`src/rtl/neopixel_rx.sv`:
```
//==============================================================================
// Module      : neopixel_rx
// Description : WS2812-style serial receiver; decodes pulse widths into bytes
//               and writes them to a LEDS*3 byte buffer.
//               Optional: NEOPIXEL_RX_GLITCH_FILTER_EN ignores short high pulses.
// Revision    : 1.0 - initial release
//==============================================================================
`default_nettype none

module neopixel_rx #(
    parameter int LEDS   = 30,
    parameter int CLK_HZ = 50_000_000
) (
    input  logic                           i_clk,
    input  logic                           i_rst,
    input  logic                           i_din,
    output logic                           o_wr_en,
    output logic [$clog2(LEDS*3)-1:0]      o_wr_addr,
    output logic [7:0]                     o_wr_data,
    output logic                           o_busy,
    output logic                           o_frame_done,
    output logic [$clog2(LEDS*3+1)-1:0]    o_frame_len,
    output logic                           o_overflow,
    output logic                           o_err_partial
);

    localparam int c_NBYTES  = LEDS * 3;
    localparam int c_AW      = $clog2(c_NBYTES);
    localparam int c_LW      = $clog2(c_NBYTES + 1);
    localparam int c_TH_CYC  = int'((longint'(CLK_HZ) * 6) / 10_000_000);
    localparam int c_RST_CYC = CLK_HZ / 20_000;
    localparam int c_GL_CYC  = int'((longint'(CLK_HZ) * 15) / 100_000_000);
    localparam int c_CW      = $clog2(c_RST_CYC + 1);

    localparam logic [c_CW-1:0] c_TH    = c_CW'(c_TH_CYC);
    localparam logic [c_CW-1:0] c_RST   = c_CW'(c_RST_CYC);
    localparam logic [c_CW-1:0] c_RSTM1 = c_CW'(c_RST_CYC - 1);
    localparam logic [c_CW-1:0] c_GL    = c_CW'(c_GL_CYC);
    localparam logic [c_LW-1:0] c_NB    = c_LW'(c_NBYTES);

`ifdef NEOPIXEL_RX_GLITCH_FILTER_EN
    localparam bit c_GLITCH_EN = 1'b1;
`else
    localparam bit c_GLITCH_EN = 1'b0;
`endif

    typedef enum logic [1:0] {
        S_WAIT_IDLE = 2'd0,
        S_IDLE      = 2'd1,
        S_HIGH      = 2'd2,
        S_LOW       = 2'd3
    } state_t;

    state_t            r_state;
    state_t            w_state_nxt;
    logic [1:0]        r_sync;
    logic              w_din;
    logic [c_CW-1:0]   r_hcnt;
    logic [c_CW-1:0]   r_lcnt;
    logic [7:0]        r_shift;
    logic [2:0]        r_bitcnt;
    logic [c_LW-1:0]   r_byte_idx;
    logic              r_in_frame;
    logic              w_bit_evt;
    logic              w_frame_end;
    logic              w_bit;
    logic [7:0]        w_byte;

    assign w_din  = r_sync[1];
    assign w_bit  = (r_hcnt >= c_TH);
    assign w_byte = {r_shift[6:0], w_bit};
    assign o_busy = (r_state == S_HIGH) || (r_state == S_LOW);

    always_ff @(posedge i_clk) begin
        if (i_rst) begin
            r_state <= S_WAIT_IDLE;
        end else begin
            r_state <= w_state_nxt;
        end
    end

    always_comb begin
        w_state_nxt = r_state;
        w_bit_evt   = 1'b0;
        w_frame_end = 1'b0;
        case (r_state)
            S_WAIT_IDLE: begin
                if (!w_din && (r_lcnt >= c_RSTM1)) begin
                    w_state_nxt = S_IDLE;
                end
            end
            S_IDLE: begin
                if (w_din) begin
                    w_state_nxt = S_HIGH;
                end
            end
            S_HIGH: begin
                if (!w_din) begin
                    // A filtered glitch returns to wherever it came from.
                    if (c_GLITCH_EN && (r_hcnt < c_GL)) begin
                        w_state_nxt = r_in_frame ? S_LOW : S_IDLE;
                    end else begin
                        w_bit_evt   = 1'b1;
                        w_state_nxt = S_LOW;
                    end
                end
            end
            S_LOW: begin
                if (w_din) begin
                    w_state_nxt = S_HIGH;
                end else if (r_lcnt >= c_RSTM1) begin
                    w_frame_end = 1'b1;
                    w_state_nxt = S_IDLE;
                end
            end
            default: w_state_nxt = S_WAIT_IDLE;
        endcase
    end

    always_ff @(posedge i_clk) begin
        if (i_rst) begin
            r_sync        <= '0;
            r_hcnt        <= '0;
            r_lcnt        <= '0;
            r_shift       <= '0;
            r_bitcnt      <= '0;
            r_byte_idx    <= '0;
            r_in_frame    <= 1'b0;
            o_wr_en       <= 1'b0;
            o_wr_addr     <= '0;
            o_wr_data     <= '0;
            o_frame_done  <= 1'b0;
            o_frame_len   <= '0;
            o_overflow    <= 1'b0;
            o_err_partial <= 1'b0;
        end else begin
            r_sync       <= {r_sync[0], i_din};
            o_wr_en      <= 1'b0;
            o_frame_done <= 1'b0;
            case (r_state)
                S_WAIT_IDLE: begin
                    if (w_din || (w_state_nxt == S_IDLE)) begin
                        r_lcnt <= '0;
                    end else begin
                        r_lcnt <= r_lcnt + 1'b1;
                    end
                end
                S_IDLE: begin
                    if (w_din) begin
                        r_hcnt <= c_CW'(1);
                    end
                end
                S_HIGH: begin
                    if (w_din) begin
                        if (r_hcnt != c_RST) begin
                            r_hcnt <= r_hcnt + 1'b1;
                        end
                    end else if (w_bit_evt) begin
                        r_lcnt     <= c_CW'(1);
                        r_shift    <= w_byte;
                        r_bitcnt   <= r_bitcnt + 3'd1;
                        r_in_frame <= 1'b1;
                        if (r_bitcnt == 3'd7) begin
                            if (r_byte_idx < c_NB) begin
                                o_wr_en    <= 1'b1;
                                o_wr_addr  <= r_byte_idx[c_AW-1:0];
                                o_wr_data  <= w_byte;
                                r_byte_idx <= r_byte_idx + 1'b1;
                            end else begin
                                o_overflow <= 1'b1;
                            end
                        end
                    end
                end
                S_LOW: begin
                    if (w_din) begin
                        r_hcnt <= c_CW'(1);
                    end else if (w_frame_end) begin
                        o_frame_done <= 1'b1;
                        o_frame_len  <= r_byte_idx;
                        if (r_bitcnt != 3'd0) begin
                            o_err_partial <= 1'b1;
                        end
                        r_bitcnt   <= '0;
                        r_shift    <= '0;
                        r_byte_idx <= '0;
                        r_in_frame <= 1'b0;
                        r_lcnt     <= '0;
                    end else begin
                        r_lcnt <= r_lcnt + 1'b1;
                    end
                end
                default: ;
            endcase
        end
    end

endmodule

`default_nettype wire

```
`config.mk`:
```
export PLATFORM = sky130hd
export DESIGN_NAME = neopixel_rx
export DESIGN_NICKNAME = d
export VERILOG_FILES = /design/src/rtl/neopixel_rx.sv
export SDC_FILE = /design/constraint.sdc
export NUM_CORES = 1
export LEC_CHECK = 0
export BUFFER_PORTS_ARGS = -buffer_cell sky130_fd_sc_hd__buf_2
export CELL_PAD_IN_SITES_DETAIL_PLACEMENT = 1
export CELL_PAD_IN_SITES_GLOBAL_PLACEMENT = 1
export CORE_AREA = 2 2 89 91
export CTS_CLUSTER_DIAMETER = 30
export DETAILED_ROUTE_END_ITERATION = 10
export DIE_AREA = 0 0 91 93
export GPL_ROUTABILITY_DRIVEN = 0
export PLACE_DENSITY = 0.86
export SLEW_MARGIN = 10
export SYNTH_ARGS = -nofsm -noshare
export SYNTH_HDL_FRONTEND = slang
export SYNTH_SLANG_ARGS = --single-unit
```
`constraint.sdc`:
```
create_clock -name i_clk -period 2.6 [get_ports i_clk]
set_clock_uncertainty 0.2 [all_clocks]
set_input_delay 0.52 -clock i_clk [delete_from_list [all_inputs] [get_ports i_clk]]
set_output_delay 0.52 -clock i_clk [all_outputs]
set_load 0.05 [all_outputs]
```
# --- Yosys cells after proc, flatten, opt, wreduce, memory -nomap -nowiden ---
# Cells that the tools add are included.
classes:
  addsub: 4
  n_mux: 40
  reduce_logical: 20
  order_cmp: 3
  n_eq_ne: 15
  bitwise_logic: 6
op_table:
  columns: ["op", "n"]
  rows:
  - ["two-way mux 12 bit", 8]
  - ["two-way mux 7 bit", 10]
  - ["one-hot mux 12 bit (3 select lines)", 1]
  - ["one-hot mux 7 bit (2 select lines)", 2]
  - ["adder 12 x 1 -> 12 bit (second input constant)", 2]
  - ["one-hot mux 12 bit (2 select lines)", 1]
  - ["AND reduction 5 bit", 3]
  - ["greater-or-equal comparator 12 bit (second input constant)", 1]
  - ["greater-or-equal comparator 12 x 5 -> 1 bit (second input constant)", 1]
  - ["two-way mux 3 bit", 4]
  - ["!= test 12 bit (second input constant)", 1]
  - ["AND reduction 4 bit", 3]
  - ["two-way mux 2 bit", 5]
  - ["!= test 2 bit (second input constant)", 5]
  - ["!= test 2 x 1 -> 1 bit (second input constant)", 4]
  - ["one-hot mux 2 bit (4 select lines)", 1]
  - ["adder 7 x 1 -> 7 bit (second input constant)", 1]
  - ["< comparator 7 bit (second input constant)", 1]
  - ["two-way mux 1 bit", 7]
  - ["AND reduction 7 bit", 1]
  - ["inverter 1 bit", 6]
  - ["one-hot mux 3 bit (2 select lines)", 1]
  - ["nonzero test 3 bit", 2]
  - ["OR reduction 5 bit", 1]
  - ["12 further kinds", 16]
word_totals:
  reg_bits: 71
  in_bits: 3
  out_inout_bits: 27

# --- Depth between registers and ports, before layout ---
# Gate-level depths: netlist (run 1).
logic_depth:
  depth_word: 8
  depth_mapped: 9
  ltp_nobuf: 6

# --- Worst setup path before layout (run 1) ---
# No wires, ideal clock.
synth_path:
  path_type: "reg-to-reg"
  from: "reg r_bitcnt[0]"
  to: "reg r_byte_idx[5]"
  path_stages_with_launch: 8
  t_arrival_ps: 1724
  setup_slack_ps: 591
  path_cell_list: "dfxtp_1 > ha_1 > ha_1 > and4bb_1 > buf_4 > nand4_4 > or4_1 > a211oi_1"
synth_between:
  elab_chain_len: 3
synth_lines:
  columns: ["item", "line_no", "source"]
  rows:
  - ["start, declared", "61", "logic [2:0] r_bitcnt;"]
  - ["start signal, assigned", "161", "r_bitcnt <= r_bitcnt + 3'd1;"]
  - ["equality test 3 bit", "163", "if (r_bitcnt == 3'd7) begin"]
  - ["!= test 2 x 1 -> 1 bit (no source line)", null, null]
  - ["AND reduction 7 bit (no source line)", null, null]
  - ["end signal, assigned", "168", "r_byte_idx <= r_byte_idx + 1'b1;"]
  - ["end, declared", "62", "logic [c_LW-1:0] r_byte_idx;"]
# No other way between the ends.
# A chain may end at the register's enable or synchronous reset.

# --- Worst setup path after layout (run 1) ---
layout_path:
  from: "reg r_bitcnt[0]"
  to: "reg r_byte_idx[4]"
# The elaborated chain is that of the path after synthesis.

==> out/summary.txt, run 1 <==
Ports -> 30
Post-Syn Instances -> 372
clock sink total -> 71
RSZ-0062 raised after global routing -> no
Final ANT Viol Nets -> 0
top post-synthesis cells by area -> dfxtp_1, nand2_1, a21oi_1, nor2_1, ha_1
fin crit period -> 2320 ps
largest net degree at the start of global routing -> 21
WL final -> 8240 um
relative slew slack -> 0.632
post-CTS sizing -> 0
R2R depth -> 6
most frequent cell after synthesis -> dfxtp_1
Post-synth top flop -> dfxtp_1
final worst path period share -> 0.894
Initial DRC Count -> 115
CTS tree -> built
filler cell count -> 935
required time of the critical path -> 2650 ps
CTS Hold Bufs -> 0
hold path startpoint -> i_din
Final HPWL DP -> 5640 um
GRT Total Usage -> 0.206
P_leak -> 1.39 nW
Max Cap Viol -> 0
fin cells -> 512
worst setup path start -> r_bitcnt[0]
Synth top area share -> 0.431
Synthesized Nets -> 383
wire per inst -> 16.1 um
synthesized area -> 3300 um^2
syn_area_per_cell -> 8.86 um^2
Worst Hold Endpoint -> r_sync[0]
PortBufs -> 29
CP startpoint kind -> flip-flop
Final Max Tran Viols -> 0
drt drc -> 0
reg2reg start -> r_bitcnt[0]
outcome -> complete, no violations
Initial Util -> 0.438
r2r endpoint -> r_byte_idx[4]
ratio of cells with drive above 1 in the final layout -> 0.173
hold path cells -> 2
list of most frequent post-synthesis cells -> dfxtp_1, nand2_1, a21oi_1
first-pass GRT wire length -> 14100 um
postcts setup bufs -> 0
area leader, netlist -> dfxtp_1
die area -> 8460 um^2
count of final setup violators -> 0
CP endpoint kind -> flip-flop
setup TNS -> 0 ps
Via density -> 5.48
Die H -> 93 um
Root Driver -> clkbuf_8
initial antenna violation count -> 0
CP max FO -> 7
Peak VDD IR -> 0.000354 V
Worst Hold Class -> in2reg
core footprint -> 7530 um^2
Die Wd -> 91 um
placed cells -> 496
CP Class -> reg2reg
H-Tree Depth -> 3
NumNets Final -> 416
row cnt -> 32
Worst-path clk slew -> 80 ps
post-synthesis async set-or-reset flop share -> 0
overall power -> 2.21 mW
FMAX -> 430 MHz
Worst-Margin Slew -> 551 ps
Post-synth EDFFs -> 0
count of state elements after synthesis -> 71
Critical Path AT -> 2380 ps
DRT Pass-1 Iters -> 4
Longest Clk Path Bufs -> 2
synth warn -> 0
diode count -> 0
vias in the first global route -> 2944
grt total ovfl -> 0
Vias -> 2804
post-route core utilization -> 0.499
Synth cell types -> 53
Layout Area Growth over Synthesis -> 13.9%
flop2flop setup slack -> 280 ps
post-synthesis sequential area ratio -> 0.431
worst-skew pair later-pin latency -> 350 ps
Final Hold Viols -> 0
PwrDens -> 588 nW/um^2
TritonCTS buffer count -> 9
==> power breakdown <==
group / switching (mW) / internal (mW) / leakage, nW
clock network: 0.431 / 0.621 / 0.119
registers: 0.00686 / 1.09 / 0.573
logic: 0.0377 / 0.0204 / 0.703
==> sequential cells by signal (all words and copies together), names as in the netlist, 3 cells and up <==
signal	count
o_frame_len	7
o_wr_addr	7
o_wr_data	8
r_bitcnt	3
r_byte_idx	7
r_hcnt	12
r_lcnt	12
r_shift	7
==> routing by layer <==
layer,vias to the layer above,share of wire,global-route usage
met3,15,0.021,0.0427
li1,1383,-,-
met5,-,0,0
met4,0,0.021,0.0846
met1,1372,0.45,0.250
met2,34,0.50,0.355
==> worst max-delay path by stage <==
stage	to	slack [ps]
final	r_byte_idx[4]	280
after global routing	r_byte_idx[5]	160
after CTS	r_byte_idx[4]	310
after detailed placement	r_byte_idx[5]	350
after global placement	r_bitcnt[0]	440
after floorplan	r_byte_idx[5]	590
==> cell type report <==
type | count | area (um^2) | share of cell area
clock buffers | 12 | 165 | 0.0440
repair buffers | 43 | 250 | 0.0667
well taps | 102 | 128 | 0.0340
multi-input cells | 268 | 1670 | 0.444
clock inverters | 4 | 76.3 | 0.0203
inverters | 12 | 45.0 | 0.0120
flip-flops and latches | 71 | 1420 | 0.379
==> placed cells by master (no fill, tap or decap), types with 2 or more instances in the layout <==
cell / count
dfxtp_1: 71
nand2_1: 58
a21oi_1: 31
buf_2: 29
nor2_1: 27
buf_4: 14
nor2b_1: 13
clkbuf_8: 12
inv_1: 11
o21ai_0: 11
or3_1: 10
nor3_1: 9
mux2i_1: 8
ha_1: 8
nand3_1: 7
xor2_1: 7
nand4_1: 7
o211ai_1: 7
a211oi_1: 7
a22oi_1: 6
xnor2_1: 6
nor4_1: 5
o31ai_1: 5
nand2b_1: 4
and3_1: 3
a31oi_1: 3
nor4_4: 2
o21a_1: 2
bufinv_16: 2
==> critical path, stage by stage, from the launching register on <==
cell,delay [ps]
dfxtp_1,410
ha_1,180
ha_1,140
and4bb_1,400
nand3_1,220
or3_1,410
a211oi_1,280
==> logic make-up after synthesis <==
logic type / count (synthesis) / share of synthesized area
DFF: 71 / 0.431
buffers and inverters: 33 / 0.0626
AOI/OAI and AO/OA: 84 / 0.173
xor gates and xnor gates: 13 / 0.0345
and+or+nand+nor: 155 / 0.244
adders and majority gates: 8 / 0.0304
muxes: 8 / 0.0243
==> through the flow <==
step           worst slack (ps)  instance area, um^2  hold WS, ps
6_report                    275                 3750          179
5_1_grt                     160                 3750          195
4_1_cts                     310                 3750          168
3_5_place_dp                348                 3510          230
3_3_place_gp                442                 3510          217
2_1_floorplan               591                 3300          214
Note: power is estimated with default switching activity, not from simulation.
==> run 2, diff against run 1 <==
--- a/config.mk
+++ b/config.mk
@@ -13,7 +13,7 @@
 export DETAILED_ROUTE_END_ITERATION = 10
 export DIE_AREA = 0 0 91 93
 export GPL_ROUTABILITY_DRIVEN = 0
-export PLACE_DENSITY = 0.86
+export PLACE_DENSITY_LB_ADDON = 0.1
 export SLEW_MARGIN = 10
 export SYNTH_ARGS = -nofsm -noshare
 export SYNTH_HDL_FRONTEND = slang
==> run 2 against run 1 <==
Sequential power barely moved. Hold slack better by 17 ps. Register-to-register slack better by 110 ps. Global-route usage shrank 1.3 points. Die area unchanged. First-iteration DRC count shrank 42%. Largest power group unchanged.
==> out/summary.txt, run 2 (synthesis gave the netlist of run 1 again) <==
outcome -> complete, no violations (unchanged)
R2R depth -> 6 (unchanged)
NumNets Final -> 417 (was 416)
WL final -> 7720 um (was 8240 um)
commonest non-fill, non-tap cell in the layout -> dfxtp_1 (unchanged)
post-route core utilization -> 0.497 (was 0.499)
overall power -> 2.14 mW (was 2.21 mW)
sequential cell area -> 1420 um^2 (unchanged)
CP Class -> reg2reg (unchanged)
final worst path period share -> 0.852 (was 0.894)
placed inst area -> 3520 um^2 (was 3510 um^2)
CTS tree -> built (unchanged)
Worst-Margin Slew -> 551 ps (about the same)
PortBufs -> 29 (unchanged)
count of final setup violators -> 0 (unchanged)
P_leak -> 1.39 nW (about the same)
dpl ws -> 381 ps (was 348 ps)
Max Cap Viol -> 0 (unchanged)
Die Wd -> 91 um (unchanged)
hold path cells -> 2 (unchanged)
CTS Hold Bufs -> 0 (unchanged)
Peak VDD IR -> 0.000277 V (was 0.000354 V)
vias in the first global route -> 2814 (was 2944)
filler cell count -> 921 (was 935)
die area -> 8460 um^2 (unchanged)
CP startpoint kind -> flip-flop (unchanged)
DRT Pass-1 Iters -> 4 (unchanged)
worst-skew pair later-pin latency -> 340 ps (was 350 ps)
grt total ovfl -> 0 (unchanged)
Initial DRC Count -> 67 (was 115)
GRT Total Usage -> 0.192 (was 0.206)
clock sink total -> 71 (unchanged)
Initial Util -> 0.438 (unchanged)
TritonCTS buffer count -> 9 (unchanged)
fin crit period -> 2220 ps (was 2320 ps)
Vias -> 2798 (was 2804)
PwrDens -> 571 nW/um^2 (was 588 nW/um^2)
Final ANT Viol Nets -> 0 (unchanged)
Longest Clk Path Bufs -> 2 (unchanged)
fin cells -> 513 (was 512)
required time of the critical path -> 2670 ps (was 2650 ps)
postcts setup bufs -> 0 (unchanged)
placed cells -> 497 (was 496)
diode count -> 0 (unchanged)
row cnt -> 32 (unchanged)
H-Tree Depth -> 3 (unchanged)
final worst slack -> 385 ps (was 275 ps)
initial antenna violation count -> 0 (unchanged)
first-pass GRT wire length -> 13200 um (was 14100 um)
Critical Path AT -> 2280 ps (was 2380 ps)
setup TNS -> 0 ps (unchanged)
Final HPWL DP -> 5520 um (was 5640 um)
Worst-path clk slew -> 80 ps (about the same)
drt drc -> 0 (unchanged)
cell area after layout -> 3740 um^2 (was 3750 um^2)
multi-input combinational cell area -> 1670 um^2 (unchanged)
CP endpoint kind -> flip-flop (unchanged)
core footprint -> 7530 um^2 (unchanged)
WHS -> 196 ps (was 179 ps)
largest net degree at the start of global routing -> 20 (was 21)
ratio of cells with drive above 1 in the final layout -> 0.173 (about the same)
Via density -> 5.45 (was 5.48)
Final Max Tran Viols -> 0 (unchanged)
Ports -> 30 (unchanged)
Largest regs -> r_hcnt x12, r_lcnt x12, o_wr_data x8 (unchanged)
post-CTS sizing -> 0 (unchanged)
Worst Hold Class -> in2reg (unchanged)
relative slew slack -> 0.631 (was 0.632)
most frequent cells in the layout -> dfxtp_1, nand2_1, a21oi_1 (unchanged)
CP max FO -> 7 (unchanged)
Final Hold Viols -> 0 (unchanged)
Layout Area Growth over Synthesis -> 13.6% (was 13.9%)
wire per inst -> 15.1 um (was 16.1 um)
Die H -> 93 um (unchanged)
RSZ-0062 raised after global routing -> no (unchanged)
FMAX -> 451 MHz (was 430 MHz)
Root Driver -> clkbuf_8 (unchanged)
-- run 2: cell count changes in the layout (fill, tap and decap cells not counted), sizes merged --
cell,change
clkbuf,-1
clkinv,+1
buf,+1
-- run 2: layout make-up --
cell class | instances | share of cell area
clock inverter | 5 | 0.0217
sequential | 71 | 0.380
inverter | 12 | 0.0120
timing repair buffer | 44 | 0.0689
multi-input combinational | 268 | 0.446
tap | 102 | 0.0341
clock buffer | 11 | 0.0378
-- run 2: per-layer routing --
metal	vias to the layer above	track usage	wire, um
met3	8	0.0379	208
li1	1381	-	-
met5	-	0	0
met1	1379	0.244	3620
met4	0	0.0758	101
met2	30	0.323	3790
-- run 2: worst paths after layout --
path,startpoint,endpoint,slack (ps)
hold / removal,i_din,r_sync[0],200
setup reg to reg,r_bitcnt[0],r_byte_idx[5],380
hold reg to reg,r_sync[0],r_sync[1],240
setup / recovery,r_bitcnt[0],r_byte_idx[5],380
-- run 2: worst max-delay path: stages, from the launching register on --
cell and delay [ps]:
dfxtp_1 390, ha_1 180, ha_1 130, and4bb_1 370
nand4_4 160, or4_1 490, a211oi_1 230
-- run 2: where the power goes --
part | switching, mW | internal (mW) | leakage, nW | total, mW
registers | 0.00525 | 1.09 | 0.573 | 1.10
logic | 0.0399 | 0.0210 | 0.708 | 0.0609
clock network | 0.411 | 0.567 | 0.110 | 0.978
